$ cat src/rtl/booth_seq_mult_pkg.sv
// Shared types and sizing for the sequential Booth multiplier.
package mult_pkg;

   localparam int MULT_N  = 4;
   localparam int MULT_PW = 2 * MULT_N;

   typedef enum logic [1:0] {
      IDLE = 2'd0,
      CALC = 2'd1,
      DONE = 2'd2
   } state_e;

endpackage

$ cat src/rtl/booth_seq_mult_if.sv
// Start/done product bus between a requester (master) and the multiplier (slave).
// Optional absolute-value outputs exist only when MULT_ABS_OUT_EN is defined.
interface booth_seq_mult_if #(
   parameter int N = mult_pkg::MULT_N
);
   import mult_pkg::*;

   // Handshake: start is sampled only while busy=0; the operands are captured in
   // that same cycle. done pulses for one cycle with product valid; product then
   // holds until the next done. A start seen while busy=1 is dropped, never queued.
   logic           start;
   logic [N-1:0]   a;
   logic [N-1:0]   b;
   logic           busy;
   logic           done;
   logic [2*N-1:0] product;
   state_e         dbg_state;
`ifdef MULT_ABS_OUT_EN
   logic           prod_neg;
   logic [2*N-1:0] prod_mag;

   modport master (output start, a, b,
                   input  busy, done, product, dbg_state, prod_neg, prod_mag);
   modport slave  (input  start, a, b,
                   output busy, done, product, dbg_state, prod_neg, prod_mag);
`else
   modport master (output start, a, b,
                   input  busy, done, product, dbg_state);
   modport slave  (input  start, a, b,
                   output busy, done, product, dbg_state);
`endif

endinterface

$ cat src/rtl/booth_seq_mult_booth_step.sv
// One radix-2 Booth iteration: conditional add/subtract of the multiplicand,
// then an arithmetic right shift of {acc, q, q_m1}.
module booth_step #(
   parameter int N = mult_pkg::MULT_N
) (
   input  logic [N:0]   acc_i,
   input  logic [N-1:0] q_i,
   input  logic         q_m1_i,
   input  logic [N:0]   mcand_i,
   output logic [N:0]   acc_o,
   output logic [N-1:0] q_o,
   output logic         q_m1_o
);

   logic [N:0] sum;

   always_comb begin
      sum = acc_i;
      case ({q_i[0], q_m1_i})
         2'b01:   sum = acc_i + mcand_i;
         2'b10:   sum = acc_i - mcand_i;
         default: sum = acc_i;
      endcase
      acc_o  = {sum[N], sum[N:1]};
      q_o    = {sum[0], q_i[N-1:1]};
      q_m1_o = q_i[0];
   end

endmodule

$ cat src/rtl/booth_seq_mult.sv
// Sequential radix-2 Booth multiplier, N+1 cycles per signed N x N multiply.
// Define MULT_ABS_OUT_EN to add registered prod_neg/prod_mag outputs.
module booth_seq_mult
   import mult_pkg::*;
#(
   parameter int N = MULT_N
) (
   input  logic             clk,
   input  logic             rst_n,
   booth_seq_mult_if.slave  bus
);

   localparam int CW = $clog2(N + 1);
   localparam int PW = 2 * N;
   localparam logic [CW-1:0] LAST = CW'(N - 1);

   state_e         state_q, state_d;
   logic [N:0]     acc_q, acc_d;
   logic [N-1:0]   q_q, q_d;
   logic           q_m1_q, q_m1_d;
   logic [N:0]     mcand_q, mcand_d;
   logic [CW-1:0]  cnt_q, cnt_d;
   logic [PW-1:0]  product_q, product_d;

   logic [N:0]     step_acc;
   logic [N-1:0]   step_q;
   logic           step_q_m1;

`ifdef MULT_ABS_OUT_EN
   logic           prod_neg_q, prod_neg_d;
   logic [PW-1:0]  prod_mag_q, prod_mag_d;
`endif

   booth_step #(.N(N)) u_step (
      .acc_i   (acc_q),
      .q_i     (q_q),
      .q_m1_i  (q_m1_q),
      .mcand_i (mcand_q),
      .acc_o   (step_acc),
      .q_o     (step_q),
      .q_m1_o  (step_q_m1)
   );

   always_comb begin
      state_d   = state_q;
      acc_d     = acc_q;
      q_d       = q_q;
      q_m1_d    = q_m1_q;
      mcand_d   = mcand_q;
      cnt_d     = cnt_q;
      product_d = product_q;
`ifdef MULT_ABS_OUT_EN
      prod_neg_d = prod_neg_q;
      prod_mag_d = prod_mag_q;
`endif
      case (state_q)
         IDLE: begin
            if (bus.start) begin
               acc_d   = '0;
               q_d     = bus.b;
               q_m1_d  = 1'b0;
               mcand_d = {bus.a[N-1], bus.a};
               cnt_d   = '0;
               state_d = CALC;
            end
         end
         CALC: begin
            acc_d  = step_acc;
            q_d    = step_q;
            q_m1_d = step_q_m1;
            cnt_d  = cnt_q + CW'(1);
            // Last iteration: the product is taken straight from the step outputs.
            if (cnt_q == LAST) begin
               state_d   = DONE;
               product_d = {step_acc[N-1:0], step_q};
`ifdef MULT_ABS_OUT_EN
               prod_neg_d = product_d[PW-1];
               prod_mag_d = prod_neg_d ? (~product_d) + PW'(1) : product_d;
`endif
            end
         end
         DONE:    state_d = IDLE;
         default: state_d = IDLE;
      endcase
   end

   always_ff @(posedge clk or negedge rst_n) begin
      if (!rst_n) begin
         state_q   <= IDLE;
         acc_q     <= '0;
         q_q       <= '0;
         q_m1_q    <= 1'b0;
         mcand_q   <= '0;
         cnt_q     <= '0;
         product_q <= '0;
`ifdef MULT_ABS_OUT_EN
         prod_neg_q <= 1'b0;
         prod_mag_q <= '0;
`endif
      end else begin
         state_q   <= state_d;
         acc_q     <= acc_d;
         q_q       <= q_d;
         q_m1_q    <= q_m1_d;
         mcand_q   <= mcand_d;
         cnt_q     <= cnt_d;
         product_q <= product_d;
`ifdef MULT_ABS_OUT_EN
         prod_neg_q <= prod_neg_d;
         prod_mag_q <= prod_mag_d;
`endif
      end
   end

   assign bus.busy      = (state_q != IDLE);
   assign bus.done      = (state_q == DONE);
   assign bus.product   = product_q;
   assign bus.dbg_state = state_q;
`ifdef MULT_ABS_OUT_EN
   assign bus.prod_neg  = prod_neg_q;
   assign bus.prod_mag  = prod_mag_q;
`endif

endmodule

$ cat src/flat_wrapper.sv
// flat-port wrapper written by rule: the top's interface ports become plain ports
module booth_seq_mult_flat import mult_pkg::*;
#(
   parameter int N = MULT_N
)
  (clk, rst_n, bus_start, bus_a, bus_b, bus_busy, bus_done, bus_product, bus_dbg_state);
  booth_seq_mult_if #(.N(N)) bus_i ();
  input  logic clk;
  input  logic rst_n;
  input wire logic [$bits(bus_i.start)-1:0] bus_start;
  input wire logic [$bits(bus_i.a)-1:0] bus_a;
  input wire logic [$bits(bus_i.b)-1:0] bus_b;
  output wire logic [$bits(bus_i.busy)-1:0] bus_busy;
  output wire logic [$bits(bus_i.done)-1:0] bus_done;
  output wire logic [$bits(bus_i.product)-1:0] bus_product;
  output wire logic [$bits(bus_i.dbg_state)-1:0] bus_dbg_state;
  assign bus_i.start = bus_start;
  assign bus_i.a = bus_a;
  assign bus_i.b = bus_b;
  assign bus_busy = bus_i.busy;
  assign bus_done = bus_i.done;
  assign bus_product = bus_i.product;
  assign bus_dbg_state = bus_i.dbg_state;
  booth_seq_mult #(.N(N)) u_core (.clk(clk), .rst_n(rst_n), .bus(bus_i));
endmodule
$ cat config.mk
export PLATFORM = sky130hd
export DESIGN_NAME = booth_seq_mult_flat
export DESIGN_NICKNAME = d
export VERILOG_FILES = /design/src/rtl/booth_seq_mult_pkg.sv /design/src/rtl/booth_seq_mult_if.sv /design/src/rtl/booth_seq_mult_booth_step.sv /design/src/rtl/booth_seq_mult.sv /design/src/flat_wrapper.sv
export SDC_FILE = /design/constraint.sdc
export NUM_CORES = 1
export LEC_CHECK = 0
export BUFFER_PORTS_ARGS = -buffer_cell sky130_fd_sc_hd__buf_4
export CAP_MARGIN = 30
export CORE_ASPECT_RATIO = 0.8
export CORE_MARGIN = 2
export CORE_UTILIZATION = 59
export CTS_CLUSTER_DIAMETER = 80
export DETAILED_ROUTE_END_ITERATION = 10
export PLACE_DENSITY = 0.83
export SYNTH_ARGS = -nofsm -noshare
export SYNTH_HDL_FRONTEND = slang
export SYNTH_SLANG_ARGS = --single-unit
$ cat constraint.sdc
create_clock -name clk -period 5.3 [get_ports clk]
set_clock_uncertainty 0.1 [all_clocks]
set_input_delay 0.53 -clock clk [delete_from_list [all_inputs] [get_ports clk]]
set_output_delay 0.53 -clock clk [all_outputs]
set_load 0.02 [all_outputs]
==> reports/qor.yml, run 1 <==
met1_usage: 0.280
final_core_util: 0.727
grt_pass1_wl_um: 4610
total_leakage_power_nw: 0.761
cp_data_required_time_ps: 5480
finalSetupTns_ps: 0
hold_viol_final: 0
worstSetupStartpointType: "register"
vias_in_the_first_global_route: 1040
synth_largest_type_area_fraction: 0.477
tritoncts.num_buffers: 3
design.portCount: 23
worst-setup-path-type: "register to register"
layout.cells.most_common_list: "sky130_fd_sc_hd__dfrtp_1 (26), sky130_fd_sc_hd__buf_4 (22), sky130_fd_sc_hd__nand2_1 (21)"
drt_pre_antenna_iters: 4
setup_violations: 0
sequential_cell_area_um2: 651
die_area_mm2: 0.00271
wl_per_cell_um: 14.4
drv.max_cap_violation_count: 0
clock_path_buffers: 2
rsz0062_at_grt: "no"
placement.cell_area_mm2: 0.00154
grt_start_max_net_pins: 27
final_min_period_over_clock_period: 0.493
overflow: 0
synth_area_leaders: "sky130_fd_sc_hd__dfrtp_1 (48%), sky130_fd_sc_hd__ha_1 (7.3%), sky130_fd_sc_hd__mux2_2 (5.8%)"
grt_antenna_before_repair: 0
yosysSeqAreaShare: 0.477
timing_max_transition_violations_final: 0
detail_route.wirelength_um: 2630
clk_latency_ps: 330
root_buffer: "sky130_fd_sc_hd__clkbuf_4"
port_buffers: 22
fmaxAchievable_ghz: 0.383
endpoint_kind: "register"
clkTransAtPathRegs_ps: 140
dp_hpwl_um: 1990
die_y_um: 47
critical_path_arrival_ps: 2790
hold_path.class: "input port to register"
num_vias: 1037
fillerInstances: 176
postSynthCellCount: 135
preCtsSetupSlack_ps: 2700
drt_iter0_drc: 16
layout_commonest_cell: "sky130_fd_sc_hd__dfrtp_1"
grt_max_usage_layer: "met2"
post-cts-setup-buffer-count: 0
syn_area_mm2: 0.00136
tightestPinTransition_ps: 769
top_fanout_value_on_the_critical_path: 5
clock_tree.htree_level_count: 1
cts_num_sinks: 26
synthDominantAreaCellType: "sky130_fd_sc_hd__dfrtp_1"
fin_crit_ps: 2610
drive_gt1_frac: 0.228
gp_routability_congestion: 0.859
global_route.usage.total: 0.230
met3_usage_in_global_routing: 0.0606
met2_usage: 0.416
multi_input_area_um2: 652
fp.dieW_um: 57.8
max-slew-margin-rel: 0.486
syn_avg_cell_area_um2: 10.1
core_area_mm2: 0.00218
initial_utilization: 0.626
post-route-drc-count: 0
synth_top_flop_cell: "sky130_fd_sc_hd__dfrtp_1"
via_per_inst: 5.67
postRouteAntennaNets: 0
reg2reg_setup_slack_ps: 2690
run_status: "complete, no violations"
ys_warn_count: 0
nets: 179
mappedNetlistNets: 155
synth.distinct_cells: 35
syn2layout_area_growth_pct: 16.1
power_density_normalized_to_cell_area_mw_per_mm2: 769
design_area_mm2: 0.00158
post-route-worst-setup-slack_ps: 2690
num_rows: 15
clock_tree_from_tritoncts: "yes"
synth.ff_latch_count: 26
synth-edff-count: 0
antenna_cells: 0
async_reset_ff_frac: 1.00
worst_ir_drop_vdd_uv: 474
timing.hold.ws_ps: 291
-- registers in the layout (all words and copies together), names as in the netlist --
register / cells
u_core.cnt_q: 3
u_core.q_m1_q: 1
u_core.mcand_q: 4
u_core.bus.dbg_state: 2
u_core.bus.product: 8
u_core.q_q: 4
u_core.acc_q: 4
-- cell usage after synthesis (all sizes together) (2+ instances only) --
library cell,number
mux2,7
nand2,21
inv,10
nand2b,2
buf,2
dfrtp,26
mux2i,3
clkbuf,2
ha,8
nor2,8
a21oi,3
o22ai,5
o21ai,14
xnor2,3
nor2b,4
or2,2
-- metrics by stage --
step,total power [mW],instances
floorplan,0.921,135
global route,1.33,183
global placement,1.07,178
detailed placement,1.11,178
CTS,1.22,183
finish,1.22,183
-- repair_timing --
| action | in CTS | in global routing |
|---|---|---|
| gates resized for setup | 0 | 0 |
| hold buffers | 1 | 0 |
| hold endpoints to repair | 26 | 0 |
-- power by group --
part / internal [mW] / switching (mW)
Combinational: 0.340 / 0.409
Sequential: 0.295 / 0.0699
Clock: 0.0421 / 0.0611
Total: 0.677 / 0.540
-- worst max-delay path, cell delays in order (launching register included) --
cell and delay [ps]:
sky130_fd_sc_hd__dfrtp_1 390, sky130_fd_sc_hd__inv_1 70, sky130_fd_sc_hd__ha_1 230, sky130_fd_sc_hd__mux2_2 380, sky130_fd_sc_hd__fa_1 420, sky130_fd_sc_hd__nand2b_1 170, sky130_fd_sc_hd__a21oi_2 130, sky130_fd_sc_hd__xnor2_1 190
sky130_fd_sc_hd__nor4b_1 340, sky130_fd_sc_hd__a211o_1 150
-- final cells by class --
type | count | area share
Multi-Input combinational cell | 95 | 0.412
Sequential cell | 26 | 0.411
Timing Repair Buffer | 23 | 0.111
Inverter | 10 | 0.0237
Clock buffer | 4 | 0.0229
Tap cell | 25 | 0.0198
-- cells by family after synthesis --
family / after synthesis / share of synthesized area
AO/OA/AOI/OAI: 29 / 0.132
adder cells (fa/ha/maj): 9 / 0.0881
XOR/XNOR: 4 / 0.0257
AND/OR/NAND/NOR: 43 / 0.152
flip-flops: 26 / 0.477
multiplexers: 10 / 0.0798
buffers and inverters: 14 / 0.0450
-- layer usage --
layer	routed length, um	vias up
li1	-	506
met1	1160	495
met2	1310	32
met3	135	4
met4	26	0
met5	0	-
-- worst paths after layout --
kind                                  startpoint  depth (start not counted)                     to
max in group asynchronous                  rst_n                          2          u_core.q_q[2]
min in group asynchronous                  rst_n                          2  u_core.bus.product[5]
max reg2reg                        u_core.q_m1_q                          9        u_core.acc_q[3]
min reg2reg                u_core.bus.product[6]                          2  u_core.bus.product[6]
min                                     bus_a[0]                          3      u_core.mcand_q[0]
max                                u_core.q_m1_q                          9        u_core.acc_q[3]
Power figures use the tool's default switching activity.
==> run 2, diff against run 1 <==
--- a/config.mk
+++ b/config.mk
@@ -9,10 +9,10 @@
 export CAP_MARGIN = 30
 export CORE_ASPECT_RATIO = 0.8
 export CORE_MARGIN = 2
-export CORE_UTILIZATION = 59
+export CORE_UTILIZATION = 54
 export CTS_CLUSTER_DIAMETER = 80
 export DETAILED_ROUTE_END_ITERATION = 10
-export PLACE_DENSITY = 0.83
+export PLACE_DENSITY = 0.77
 export SYNTH_ARGS = -nofsm -noshare
 export SYNTH_HDL_FRONTEND = slang
 export SYNTH_SLANG_ARGS = --single-unit
==> constraint.sdc (replaced) <==
create_clock -name clk -period 2.55 [get_ports clk]
set_clock_uncertainty 0.1 [all_clocks]
set_input_delay 0.255 -clock clk [delete_from_list [all_inputs] [get_ports clk]]
set_output_delay 0.255 -clock clk [all_outputs]
set_load 0.02 [all_outputs]
==> reports/qor.yml, run 2 (synthesis results as in run 1) <==
die_y_um: 49.0  # +4.1%
num_vias: 1032  # -0.48%
gp_routability_congestion: 0.842  # -1.9%
run_status: "complete, no violations"
layout.cells.most_common_list: "sky130_fd_sc_hd__dfrtp_1 (26), sky130_fd_sc_hd__buf_4 (25), sky130_fd_sc_hd__nand2_1 (21)"
rsz0062_at_grt: "no"
global_route.usage.total: 0.206  # -0.0234
post-route-worst-setup-slack_ps: 125  # -2560 ps
root_buffer: "sky130_fd_sc_hd__clkbuf_4"
hold_viol_final: 0  # unchanged
grt_pass1_wl_um: 4550  # -1.2%
dp_hpwl_um: 1920  # -3.2%
setup_violations: 0  # unchanged
max-slew-margin-rel: 0.659  # +0.173
initial_utilization: 0.563  # -0.0634
clock_tree.htree_level_count: 1  # unchanged
clkTransAtPathRegs_ps: 130  # about the same
placement.cell_area_mm2: 0.00156  # +1.4%
die_area_mm2: 0.00295  # +8.5%
postRouteAntennaNets: 0  # unchanged
drt_iter0_drc: 35  # +19
tightestPinTransition_ps: 512  # -257 ps
wl_per_cell_um: 13.6  # -5.2%
grt_antenna_before_repair: 0  # unchanged
tritoncts.num_buffers: 3  # unchanged
clk_latency_ps: 320  # about the same
preCtsSetupSlack_ps: -30.2  # -2730 ps
num_rows: 16  # +1
port_buffers: 22  # unchanged
fmaxAchievable_ghz: 0.412  # +7.7%
detail_route.wirelength_um: 2670  # +1.5%
endpoint_kind: "register"
hold_path.class: "input port to register"
worst-setup-path-type: "register to register"
min_path_cells: 3  # unchanged
final_min_period_over_clock_period: 0.951  # +0.458
syn2layout_area_growth_pct: 20.5
antenna_cells: 0  # unchanged
vias_in_the_first_global_route: 1017  # -2.2%
design.portCount: 23  # unchanged
grt_start_max_net_pins: 27  # unchanged
worstSetupStartpointType: "register"
nets: 182  # +1.7%
top_fanout_value_on_the_critical_path: 4  # -1
clock_path_buffers: 2  # unchanged
drv.max_cap_violation_count: 0  # unchanged
timing_max_transition_violations_final: 0  # unchanged
largest_register_ffs: 8  # unchanged
clock_tree_from_tritoncts: "yes"
fin_crit_ps: 2430  # -187 ps
fp.dieW_um: 60.2  # +4.2%
drive_gt1_frac: 0.281  # +0.0534
worst_r2r_path_depth: 9  # unchanged
design_area_mm2: 0.00164  # +3.8%
post-route-drc-count: 0  # unchanged
cts_num_sinks: 26  # unchanged
overflow: 0  # unchanged
critical_path_arrival_ps: 2540  # -250 ps
drt_pre_antenna_iters: 4  # unchanged
via_per_inst: 5.27  # -7.1%
core_area_mm2: 0.00242  # +11%
cp_data_required_time_ps: 2660  # -2820 ps
layout_commonest_cell: "sky130_fd_sc_hd__dfrtp_1"
## run 2: metrics by stage
stage	util	setup TNS (ps)	hold WS [ps]	cells
final	0.678	0	38.3	196
after global routing	0.678	0	27.6	196
after CTS	0.669	0	33.0	195
after detailed placement	0.643	-37.2	80.8	190
after global placement	0.643	0	78.3	190
after floorplan	-	0	-141	135
## run 2: path summary, 6_finish.rpt
check / startpoint / end / slack [ps]
worst max-delay path: u_core.mcand_q[1] / u_core.acc_q[3] / 120
worst max register to register: u_core.mcand_q[1] / u_core.acc_q[3] / 120
worst min-delay path: bus_a[1] / u_core.mcand_q[1] / 40
min in group asynchronous: rst_n / u_core.acc_q[1] / 260
worst min register to register: u_core.bus.product[6] / u_core.bus.product[6] / 400
max in group asynchronous: rst_n / u_core.acc_q[3] / 1840
## run 2: routing by layer
metal / up-vias / global-route usage / wire (um)
met5: - / 0 / 0
met4: 0 / 0.0481 / 19
met3: 2 / 0.0531 / 146
met2: 33 / 0.337 / 1290
met1: 489 / 0.273 / 1220
li1: 508 / - / -
## run 2: layout make-up
class	instances	area (um2)
multi-input combinational	95	689
inverter	10	37.5
fill	205	779
sequential	26	651
tap	36	45.0
timing repair buffer	26	198
clock buffer	3	22.5
## run 2: worst max-delay path, cell delays in order (launching register included)
cell                       delay, ps
sky130_fd_sc_hd__dfrtp_1         400
sky130_fd_sc_hd__inv_2            50
sky130_fd_sc_hd__ha_1            270
sky130_fd_sc_hd__mux2_4          290
sky130_fd_sc_hd__fa_2            350
sky130_fd_sc_hd__nand2b_1        170
sky130_fd_sc_hd__a21oi_2         170
sky130_fd_sc_hd__xnor2_2         150
sky130_fd_sc_hd__a21oi_1         100
sky130_fd_sc_hd__a211o_1         270
## run 2: what timing repair did
action                     4_1_cts  5_1_grt
pin swaps                        1        7
setup endpoints to repair        2        4
hold endpoints to repair        26        0
setup buffers                    1        1
gates resized for setup          4        7
hold buffers                     1        0
Power of run 2 is not shown: default switching activity piles up to over one toggle a cycle in this logic, so the estimate is an artifact.
==> run 3, diff against run 2 <==
--- a/config.mk
+++ b/config.mk
@@ -5,13 +5,13 @@
 export SDC_FILE = /design/constraint.sdc
 export NUM_CORES = 1
 export LEC_CHECK = 0
-export BUFFER_PORTS_ARGS = -buffer_cell sky130_fd_sc_hd__buf_4
 export CAP_MARGIN = 30
 export CORE_ASPECT_RATIO = 0.8
 export CORE_MARGIN = 2
-export CORE_UTILIZATION = 54
+export CORE_UTILIZATION = 61
 export CTS_CLUSTER_DIAMETER = 80
 export DETAILED_ROUTE_END_ITERATION = 10
+export DONT_BUFFER_PORTS = 1
 export PLACE_DENSITY = 0.77
 export SYNTH_ARGS = -nofsm -noshare
 export SYNTH_HDL_FRONTEND = slang
==> reports/qor.yml, run 3 (synthesis results as in run 1) <==
run_status: "complete, no violations"
detail_route.wirelength_um: 2530  # -5.3%
hold_viol_final: 0  # unchanged
antenna_cells: 0  # unchanged
fillerInstances: 154  # -25%
clock_tree.htree_level_count: 1  # unchanged
clkTransAtPathRegs_ps: 140  # about the same
timing.critical_path.cells: "inv_1, ha_1, mux2_4, inv_1, ha_1, nor2b_1, o21a_1, or3_1, a31oi_2, o22ai_2"
syn2layout_area_growth_pct: 14.0
nets: 167  # -8.2%
layout.cells.most_common_list: "sky130_fd_sc_hd__dfrtp_1 (26), sky130_fd_sc_hd__nand2_1 (21), sky130_fd_sc_hd__o21ai_0 (13)"
design.portCount: 23  # unchanged
initial_utilization: 0.637  # +0.0744
num_vias: 979  # -5.1%
die_y_um: 46.3  # -5.4%
fin_crit_ps: 2440  # +15.9 ps
cp_data_required_time_ps: 2640  # -20 ps
drt_pre_antenna_iters: 4  # unchanged
endpoint_kind: "register"
vias_in_the_first_global_route: 938  # -7.8%
tritoncts.num_buffers: 3  # unchanged
critical_path_arrival_ps: 2530  # about the same
hold_path.class: "input port to register"
largest_register_ffs: 8  # unchanged
min_path_cells: 2  # -1
post-route-worst-setup-slack_ps: 109  # -15.9 ps
crit-reg2reg-launch: "u_core.mcand_q[1]"
overflow: 0  # unchanged
crit_slowest_cell: "sky130_fd_sc_hd__dfrtp_1"
placement.cell_area_mm2: 0.00139  # -11%
dp_hpwl_um: 1800  # -6.4%
grt_antenna_before_repair: 0  # unchanged
holdCritStartpoint: "bus_b[2]"
clock_path_buffers: 2  # unchanged
clk_latency_ps: 320  # about the same
reg2reg_setup_slack_ps: 110  # -20 ps
post-route-drc-count: 0  # unchanged
wl_per_cell_um: 14.8  # +8.6%
preCtsSetupSlack_ps: 17.3  # +47.5 ps
final_min_period_over_clock_period: 0.957  # +0.00623
drive_gt1_frac: 0.171  # -0.110
whs_endpoint: "u_core.q_q[2]"
drt_iter0_drc: 33  # -5.7%
timing_max_transition_violations_final: 0  # unchanged
root_buffer: "sky130_fd_sc_hd__clkbuf_4"
num_rows: 15  # -1
fp.dieW_um: 56.9  # -5.5%
worstSetupStartpointType: "register"
top_fanout_value_on_the_critical_path: 2  # -2
crit-reg2reg-capture: "u_core.acc_q[2]"
fmaxAchievable_ghz: 0.410  # -0.65%
max-slew-margin-rel: 0.648  # -0.0114
grt_start_max_net_pins: 27  # unchanged
design_area_mm2: 0.00156  # -5.3%
die_area_mm2: 0.00263  # -11%
layout_commonest_cell: "sky130_fd_sc_hd__dfrtp_1"
slowest_delay_ps: 380  # -20 ps
grt_pass1_wl_um: 4110  # -9.9%
cts_num_sinks: 26  # unchanged
setup_violations: 0  # unchanged
via_per_inst: 5.73  # +8.7%
core_area_mm2: 0.00214  # -12%
postRouteAntennaNets: 0  # unchanged
clock_tree_from_tritoncts: "yes"
gp_routability_congestion: 0.868  # +3.1%
worst_r2r_path_depth: 10  # +1
global_route.usage.total: 0.213  # +0.00634
drv.max_cap_violation_count: 0  # unchanged
worst-setup-path-type: "register to register"
tightestPinTransition_ps: 529  # +17.1 ps
port_buffers: 0  # -100%
-- run 3: cell count changes in the layout (fill, tap and decap cells not counted), sizes merged --
| cell | delta |
|---|---|
| buf | -20 |
| clkbuf | +1 |
| dlygate4sd3 | +5 |
-- run 3: through the flow --
step           cells   util  hold WS, ps  setup TNS, ps
5_1_grt          171  0.727         22.7         -0.988
3_3_place_gp     158  0.648         -140              0
2_1_floorplan    135      -         -141              0
3_5_place_dp     158  0.648         -140              0
4_1_cts          169  0.705         21.8              0
6_report         171  0.727         26.7              0
-- run 3: worst max-delay path by stage --
stage                            startpoint                     to  slack (ps)  cells after the start
after global routing      u_core.mcand_q[0]        u_core.acc_q[2]          -1                     10
final                     u_core.mcand_q[1]        u_core.acc_q[2]         110                     10
after CTS                 u_core.mcand_q[0]  u_core.bus.product[7]           4                      9
after floorplan               u_core.q_m1_q  u_core.bus.product[7]         130                      9
after detailed placement  u_core.mcand_q[0]        u_core.acc_q[3]          20                      9
after global placement    u_core.mcand_q[0]  u_core.bus.product[7]         100                      9
-- run 3: repair_timing --
action,CTS,global route
gates resized for setup,1,7
endpoints found under the setup margin,2,4
pin swaps,0,7
buffers inserted,0,2
endpoints found under the hold margin,31,0
hold buffers,7,0
-- run 3: area by class of cell --
| type | count | area (um2) | area share |
|---|---|---|---|
| clock buffers | 4 | 36.3 | 0.0233 |
| inverters | 10 | 37.5 | 0.0241 |
| repair buffers | 11 | 110 | 0.0708 |
| flip-flops and latches | 26 | 651 | 0.418 |
| multi-input cells | 95 | 689 | 0.443 |
| well taps | 25 | 31.3 | 0.0201 |
-- run 3: worst max-delay path, delay by kind of cell (launching register included) --
family	cells	cell delay, ps
AOI/OAI and AO/OA	3	480
and+or+nand+nor	2	450
adders and majority gates	2	500
buffers and inverters	2	120
DFF	1	380
muxes	1	290
-- run 3: per-layer routing --
layer  GRT usage  up-vias  wire, um
met5           0        -         0
met4      0.0605        0        14
met3      0.0730        2       138
met2       0.360       26      1190
met1       0.265      470      1190
li1            -      481         -
Power of run 3 is left out for the same reason.
